[src/rtl/clusterv_tile_sram_wb_initiator_if.sv]
// Wishbone-classic target side plus OpenRAM-style single RW port, bundled so the
// initiator and its environment share one connection.
interface clusterv_tile_sram_wb_initiator_if #(
  parameter int ADDR_BITS = 8
);
  logic [31:0]          adr;
  logic [31:0]          dat_w;
  logic [31:0]          dat_r;
  logic                 cyc;
  logic                 stb;
  logic                 we;
  logic [3:0]           sel;
  logic                 ack;
  logic                 i_csb;
  logic                 i_web;
  logic [3:0]           i_wmask;
  logic [ADDR_BITS-1:0] i_addr;
  logic [31:0]          i_dat_w;
  logic [31:0]          i_dat_r;

  modport slave (
    input  adr, dat_w, cyc, stb, we, sel, i_dat_r,
    output dat_r, ack, i_csb, i_web, i_wmask, i_addr, i_dat_w
  );

  modport master (
    output adr, dat_w, cyc, stb, we, sel, i_dat_r,
    input  dat_r, ack, i_csb, i_web, i_wmask, i_addr, i_dat_w
  );
endinterface

[src/rtl/clusterv_tile_sram_wb_initiator.sv]
// Turns each Wishbone-classic cycle into exactly one registered SRAM RW-port
// access, waiting READ_LATENCY clocks for synchronous read data.
module clusterv_tile_sram_wb_initiator #(
  parameter int ADDR_BITS    = 8,
  parameter int READ_LATENCY = 1
) (
  input  logic                              clock,
  input  logic                              reset,
  clusterv_tile_sram_wb_initiator_if.slave  bus
);
  typedef enum logic [1:0] {IDLE, ISSUE, WAIT, RESP} state_e;

  localparam logic [1:0] CNT_INIT = 2'(READ_LATENCY - 1);

  state_e               state_q, state_d;
  logic [1:0]           cnt_q, cnt_d;
  logic                 abort_q, abort_d;
  logic                 csb_q, csb_d;
  logic                 web_q, web_d;
  logic [3:0]           wmask_q, wmask_d;
  logic [ADDR_BITS-1:0] addr_q, addr_d;
  logic [31:0]          datw_q, datw_d;
  logic [31:0]          datr_q, datr_d;
  logic                 ack_q, ack_d;

  logic req;
  logic abort_now;
  logic unused_adr_bits;

  assign req       = bus.cyc & bus.stb;
  // A master that drops cyc at the completing edge aborts just like an earlier drop.
  assign abort_now = abort_q | ~bus.cyc;
  assign unused_adr_bits = ^{bus.adr[31:ADDR_BITS+2], bus.adr[1:0]};

  always_ff @(posedge clock or negedge reset) begin
    if (!reset) begin
      state_q <= IDLE;
      cnt_q   <= '0;
      abort_q <= 1'b0;
      csb_q   <= 1'b1;
      web_q   <= 1'b1;
      wmask_q <= '0;
      addr_q  <= '0;
      datw_q  <= '0;
      datr_q  <= '0;
      ack_q   <= 1'b0;
    end else begin
      state_q <= state_d;
      cnt_q   <= cnt_d;
      abort_q <= abort_d;
      csb_q   <= csb_d;
      web_q   <= web_d;
      wmask_q <= wmask_d;
      addr_q  <= addr_d;
      datw_q  <= datw_d;
      datr_q  <= datr_d;
      ack_q   <= ack_d;
    end
  end

  // web_q is still low throughout ISSUE for a write, so it doubles as the access type.
  always_comb begin
    state_d = state_q;
    unique case (state_q)
      IDLE:    if (req) state_d = ISSUE;
      ISSUE:   if (!web_q) state_d = abort_now ? IDLE : RESP;
               else        state_d = WAIT;
      WAIT:    if (cnt_q == 2'd0) state_d = abort_now ? IDLE : RESP;
      RESP:    state_d = IDLE;
      default: state_d = IDLE;
    endcase
  end

  always_comb begin
    csb_d   = 1'b1;
    web_d   = 1'b1;
    wmask_d = '0;
    addr_d  = addr_q;
    datw_d  = datw_q;
    datr_d  = datr_q;
    ack_d   = 1'b0;
    cnt_d   = cnt_q;
    abort_d = abort_q;
    unique case (state_q)
      IDLE: begin
        if (req) begin
          csb_d   = 1'b0;
          web_d   = ~bus.we;
          wmask_d = bus.we ? bus.sel : 4'h0;
          addr_d  = bus.adr[ADDR_BITS+1:2];
          datw_d  = bus.dat_w;
          abort_d = 1'b0;
        end
      end
      ISSUE: begin
        if (!web_q) begin
          ack_d   = ~abort_now;
          abort_d = 1'b0;
        end else begin
          cnt_d   = CNT_INIT;
          abort_d = abort_now;
        end
      end
      WAIT: begin
        if (cnt_q != 2'd0) begin
          cnt_d   = cnt_q - 2'd1;
          abort_d = abort_now;
        end else begin
          if (!abort_now) begin
            datr_d = bus.i_dat_r;
            ack_d  = 1'b1;
          end
          abort_d = 1'b0;
        end
      end
      default: ;
    endcase
  end

  assign bus.i_csb   = csb_q;
  assign bus.i_web   = web_q;
  assign bus.i_wmask = wmask_q;
  assign bus.i_addr  = addr_q;
  assign bus.i_dat_w = datw_q;
  assign bus.dat_r   = datr_q;
  assign bus.ack     = ack_q;
endmodule

[src/flat_wrapper.sv]
// flat-port wrapper written by rule: the top's interface ports become plain ports
module clusterv_tile_sram_wb_initiator_flat 
#(
  parameter int ADDR_BITS    = 8,
  parameter int READ_LATENCY = 1
)
  (clock, reset, bus_adr, bus_dat_w, bus_cyc, bus_stb, bus_we, bus_sel, bus_i_dat_r, bus_dat_r, bus_ack, bus_i_csb, bus_i_web, bus_i_wmask, bus_i_addr, bus_i_dat_w);
  clusterv_tile_sram_wb_initiator_if #(.ADDR_BITS(ADDR_BITS)) bus_i ();
  input  logic clock;
  input  logic reset;
  input wire logic [$bits(bus_i.adr)-1:0] bus_adr;
  input wire logic [$bits(bus_i.dat_w)-1:0] bus_dat_w;
  input wire logic [$bits(bus_i.cyc)-1:0] bus_cyc;
  input wire logic [$bits(bus_i.stb)-1:0] bus_stb;
  input wire logic [$bits(bus_i.we)-1:0] bus_we;
  input wire logic [$bits(bus_i.sel)-1:0] bus_sel;
  input wire logic [$bits(bus_i.i_dat_r)-1:0] bus_i_dat_r;
  output wire logic [$bits(bus_i.dat_r)-1:0] bus_dat_r;
  output wire logic [$bits(bus_i.ack)-1:0] bus_ack;
  output wire logic [$bits(bus_i.i_csb)-1:0] bus_i_csb;
  output wire logic [$bits(bus_i.i_web)-1:0] bus_i_web;
  output wire logic [$bits(bus_i.i_wmask)-1:0] bus_i_wmask;
  output wire logic [$bits(bus_i.i_addr)-1:0] bus_i_addr;
  output wire logic [$bits(bus_i.i_dat_w)-1:0] bus_i_dat_w;
  assign bus_i.adr = bus_adr;
  assign bus_i.dat_w = bus_dat_w;
  assign bus_i.cyc = bus_cyc;
  assign bus_i.stb = bus_stb;
  assign bus_i.we = bus_we;
  assign bus_i.sel = bus_sel;
  assign bus_i.i_dat_r = bus_i_dat_r;
  assign bus_dat_r = bus_i.dat_r;
  assign bus_ack = bus_i.ack;
  assign bus_i_csb = bus_i.i_csb;
  assign bus_i_web = bus_i.i_web;
  assign bus_i_wmask = bus_i.i_wmask;
  assign bus_i_addr = bus_i.i_addr;
  assign bus_i_dat_w = bus_i.i_dat_w;
  clusterv_tile_sram_wb_initiator #(.ADDR_BITS(ADDR_BITS), .READ_LATENCY(READ_LATENCY)) u_core (.clock(clock), .reset(reset), .bus(bus_i));
endmodule
[config.mk]
export PLATFORM = sky130hd
export DESIGN_NAME = clusterv_tile_sram_wb_initiator_flat
export DESIGN_NICKNAME = d
export VERILOG_FILES = /design/src/rtl/clusterv_tile_sram_wb_initiator_if.sv /design/src/rtl/clusterv_tile_sram_wb_initiator.sv /design/src/flat_wrapper.sv
export SDC_FILE = /design/constraint.sdc
export NUM_CORES = 1
export LEC_CHECK = 0
export ABC_AREA = 1
export ABC_CLOCK_PERIOD_IN_PS = 3000
export BUFFER_PORTS_ARGS = -buffer_cell sky130_fd_sc_hd__buf_2
export CORE_MARGIN = 2
export CORE_UTILIZATION = 25
export CTS_BUF_LIST = sky130_fd_sc_hd__clkbuf_8
export DETAILED_ROUTE_END_ITERATION = 10
export PLACE_DENSITY = 0.51
export SLEW_MARGIN = 20
export SYNTH_ARGS = -nofsm -noshare
export SYNTH_HDL_FRONTEND = slang
export SYNTH_SLANG_ARGS = --single-unit
[constraint.sdc]
create_clock -name clock -period 3 [get_ports clock]
set_input_delay 0.45 -clock clock [delete_from_list [all_inputs] [get_ports clock]]
set_output_delay 0.45 -clock clock [all_outputs]
set_load 0.02 [all_outputs]
==> impl_summary.log <==
[metrics] number of antenna violations at the first check in global routing: 0
[metrics] post-route non-filler standard cell count: 723
[metrics] via count: 2978
[metrics] area share of the leading cell type in the synthesized netlist: 57.75%
[metrics] starting density of the core: between 20% and 30%
[metrics] placer congestion estimate: 0.7610
[metrics] Int Power: around 2900 uW
[metrics] biggest cell delay along the critical path: 0.43 ns
[metrics] post-route clock skew: 0.008642 ns
[metrics] DRT iter0 DRCs: ~120
[metrics] overall global routing resource usage: a little under an eighth
[metrics] total number of H-tree levels: 3
[metrics] Detail Placement HPWL: about 6.3 mm
[metrics] buffers inserted during post-CTS setup optimization: 0
[metrics] largest delay contributor family on the critical path: buffers and inverters
[metrics] I/O Pins: 184
[metrics] RSZ-0062 raised after global routing: false
[metrics] met3 Track Usage GR: 6.135%
[metrics] crit path setup slack, layout: about 1.3 ns
[metrics] CP Buf/Inv Count: 2
[metrics] Post-Syn Area per Cell: roughly 9.3 um^2
[metrics] count of instances resized after the clock tree is built: 0
[metrics] crit-path cells: inv_1, ha_2, buf_4, nand3_1, nor2_1
[metrics] number of register bits inferred by synthesis: 84
[metrics] total placed instance area: 4509 um^2
[metrics] wire length of the first global-routing pass: 13.77 mm
[metrics] CTS clk-pin slew, worst paths: 0.09 ns
[metrics] wire length after detailed routing: approximately 8.9 mm
[metrics] main area contributors after synthesis: dfrtp_1 58%, nand2_1 14%, nand3_1 6.6%
[metrics] IO buf count: 159
[metrics] slew at the pin closest to its max-slew limit: 0.4902 ns
[metrics] share of synthesized area occupied by flip-flops and latches: 59.23%
[metrics] Post-synth EDFFs: 0
[metrics] switching power of the nets: 2083 uW
[metrics] most frequent cell after synthesis: nand2_1
[metrics] Clock Sinks: 84
[metrics] power density of the placed cells: 1049 nW/um^2
[metrics] post-synthesis cell type with the largest combined area: dfrtp_1
[metrics] wire length per cell: between 10 and 15 um
[metrics] GR Util met2: 17.96%
[metrics] data arrival at the endpoint of the critical path: 1.98 ns
[metrics] Min-Delay Path Class: input port to asynchronous set/reset pin
[metrics] fraction of power consumed by the clock network: 20.0%
[metrics] commonest cells in the synthesized netlist: 128 x nand2_1, 82 x dfrtp_1, 47 x inv_1, 47 x nand3_1, 22 x o21ai_2
[metrics] number of buffers added by the clock tree synthesis step: 9
[metrics] DIE AREA: between 15000 and 20000 um^2
[metrics] sequential share of power: 37.6%
[metrics] Max FO, Critical Path: 43
[metrics] cell area after layout: 4758 um^2
[metrics] Most used DFF post-synth: dfrtp_1
[metrics] worst endpoint required time: 3.28 ns
[metrics] Placed Instances: 707
[metrics] width of the chip: 123.2 um
[metrics] total of hold buffers inserted after clock tree synthesis: 0
[metrics] number of nets with antenna violations after detailed routing: 0
[metrics] # setup viols final: 0
[metrics] fraction of layout cells with a size suffix above 1: 38.49%
[metrics] max-slew violations: 0
[metrics] post-synth net total: 495
[metrics] setup tns final: 0 ns
[metrics] final hold violation count: 0
[metrics] Max Freq: 0.5888 GHz
[metrics] worst slack, placed: around 1.3 ns
[metrics] height of the die: 123.2 um
[metrics] category of the most critical setup path: register to register
[metrics] synth-to-layout area growth: 33.91%
[metrics] via count of the first global-routing pass: 2847
[metrics] master of the slowest instance on the critical path: dfrtp_1
[metrics] share of flip-flops with an asynchronous set or reset: 100.0%
[metrics] M1 GR Usage: 14.64%
[metrics] clock tree root driver cell: clkbuf_8
[metrics] detail-routed via count per cell: 4.119
[metrics] number of cells produced by synthesis: 383
[metrics] category of the worst setup path capture point: register
[metrics] critical path launch point type: register
[metrics] final antenna diode count: 0
[metrics] final critical-path required period: 1.698 ns
[metrics] switching share of total power: 41.71%
[metrics] standard-cell row count: 43
[metrics] P_leak: 0.002764 uW
[metrics] Comb power frac: a little over two fifths
[metrics] Skew-Pair Late Insertion Delay: 0.36 ns
[metrics] combined area of all synthesized cells: roughly 3600 um^2
[metrics] DRC: 0
[metrics] reported max-cap violation count: 0
[metrics] worst-case headroom to the max-slew limit: 67.32%
[metrics] router iterations before antenna repair: 4
[metrics] number of synthesis warnings: 0
[metrics] global route total overflow: 0
[metrics] crit share post-route: 56.62%
[metrics] core region area: roughly 14000 um^2
[metrics] Clock Tree Buf Depth: 2
[metrics] Worst VDD drop: 0.5376 mV
[metrics] largest net degree at the start of global routing: 85
[metrics] post-synthesis cell type count: 19
[metrics] result of the run: finished, final reports clean
[metrics] CTS tree: built
[metrics] global route hottest layer: met2
[metrics] Total Nets Final: 650
==> path summary, 6_finish.rpt <==
path | start | to | slack [ns] | depth (start not counted)
setup / recovery | u_core.state_q[1] | u_core.bus.i_wmask[1] | 1.30 | 5
hold / removal | reset | u_core.bus.dat_r[9] | 0.11 | 2
setup reg to reg | u_core.state_q[1] | u_core.bus.i_wmask[1] | 1.30 | 5
hold reg to reg | u_core.bus.i_dat_w[15] | u_core.bus.i_dat_w[15] | 0.47 | 2
max in group asynchronous | reset | u_core.bus.i_web | 2.53 | 2
min in group clock | bus_sel[3] | u_core.bus.i_wmask[3] | 0.29 | 3
==> final cells by class <==
type / instances / area [um^2]
multi-input combinational: 230 / 1135
clock buffer: 10 / 137.6
tap: 180 / 225.2
inverter: 49 / 183.9
timing repair buffer: 164 / 860.8
clock inverter: 6 / 111.4
fill: 1479 / 9123
sequential: 84 / 2105
==> routing by layer <==
metal / share of wire (%) / vias to the layer above
li1: - / 1492
met1: 45 / 1357
met2: 43 / 124
met3: 11 / 5
met4: 1.2 / 0
met5: 0 / -
==> through the flow <==
step                utilization [%]  hold slack [ns]  power [uW]
floorplan                         -           0.1544        3286
CTS                           34.28           0.1117        5087
global route                  34.28           0.1124        5386
global placement              32.49           0.4508        4011
detailed placement            32.49           0.4545        4060
finish                        34.28           0.1132        4993
==> cell usage in the layout, fill, tap and decap left out, types with 2 or more instances in the layout <==
cell type / instances
a21oi_1: 2
ha_1: 6
o21ai_0: 5
buf_2: 158
nor2_1: 7
buf_4: 4
dfrtp_1: 82
dfstp_2: 2
clkbuf_8: 10
bufinv_16: 3
inv_1: 47
nand3_1: 47
nand2_1: 128
o21ai_1: 8
inv_2: 2
buf_12: 2
o21ai_2: 22
==> registers in the layout, summed over array words and instances (netlist names) <==
| name | flops |
|---|---|
| u_core.bus.i_wmask | 4 |
| u_core.bus.ack | 1 |
| u_core.bus.i_dat_w | 32 |
| u_core.cnt_q | 2 |
| u_core.abort_q | 1 |
| u_core.bus.i_addr | 8 |
| u_core.bus.dat_r | 32 |
| u_core.bus.i_csb | 1 |
| u_core.bus.i_web | 1 |
| u_core.state_q | 2 |
==> kinds of logic (layout without fill, tap and decap cells) <==
| kind of cell | after synthesis | count (layout) | share of synthesized area (%) |
|---|---|---|---|
| and+or+nand+nor | 185 | 185 | 21.66 |
| DFF | 84 | 84 | 59.23 |
| buffers and inverters | 69 | 229 | 8.908 |
| AOI/OAI and AO/OA | 38 | 38 | 7.746 |
| adders and majority gates | 7 | 7 | 2.465 |
==> power groups by stage <==
stage               Combinational [uW]  Clock (uW)  Sequential [uW]
floorplan                          797           0             2490
global route                      2360        1090             1940
finish                            2120         999             1880
CTS                               2160        1040             1890
global placement                  2130           0             1880
detailed placement                2160           0             1900
(Power assumes the default switching activity.)
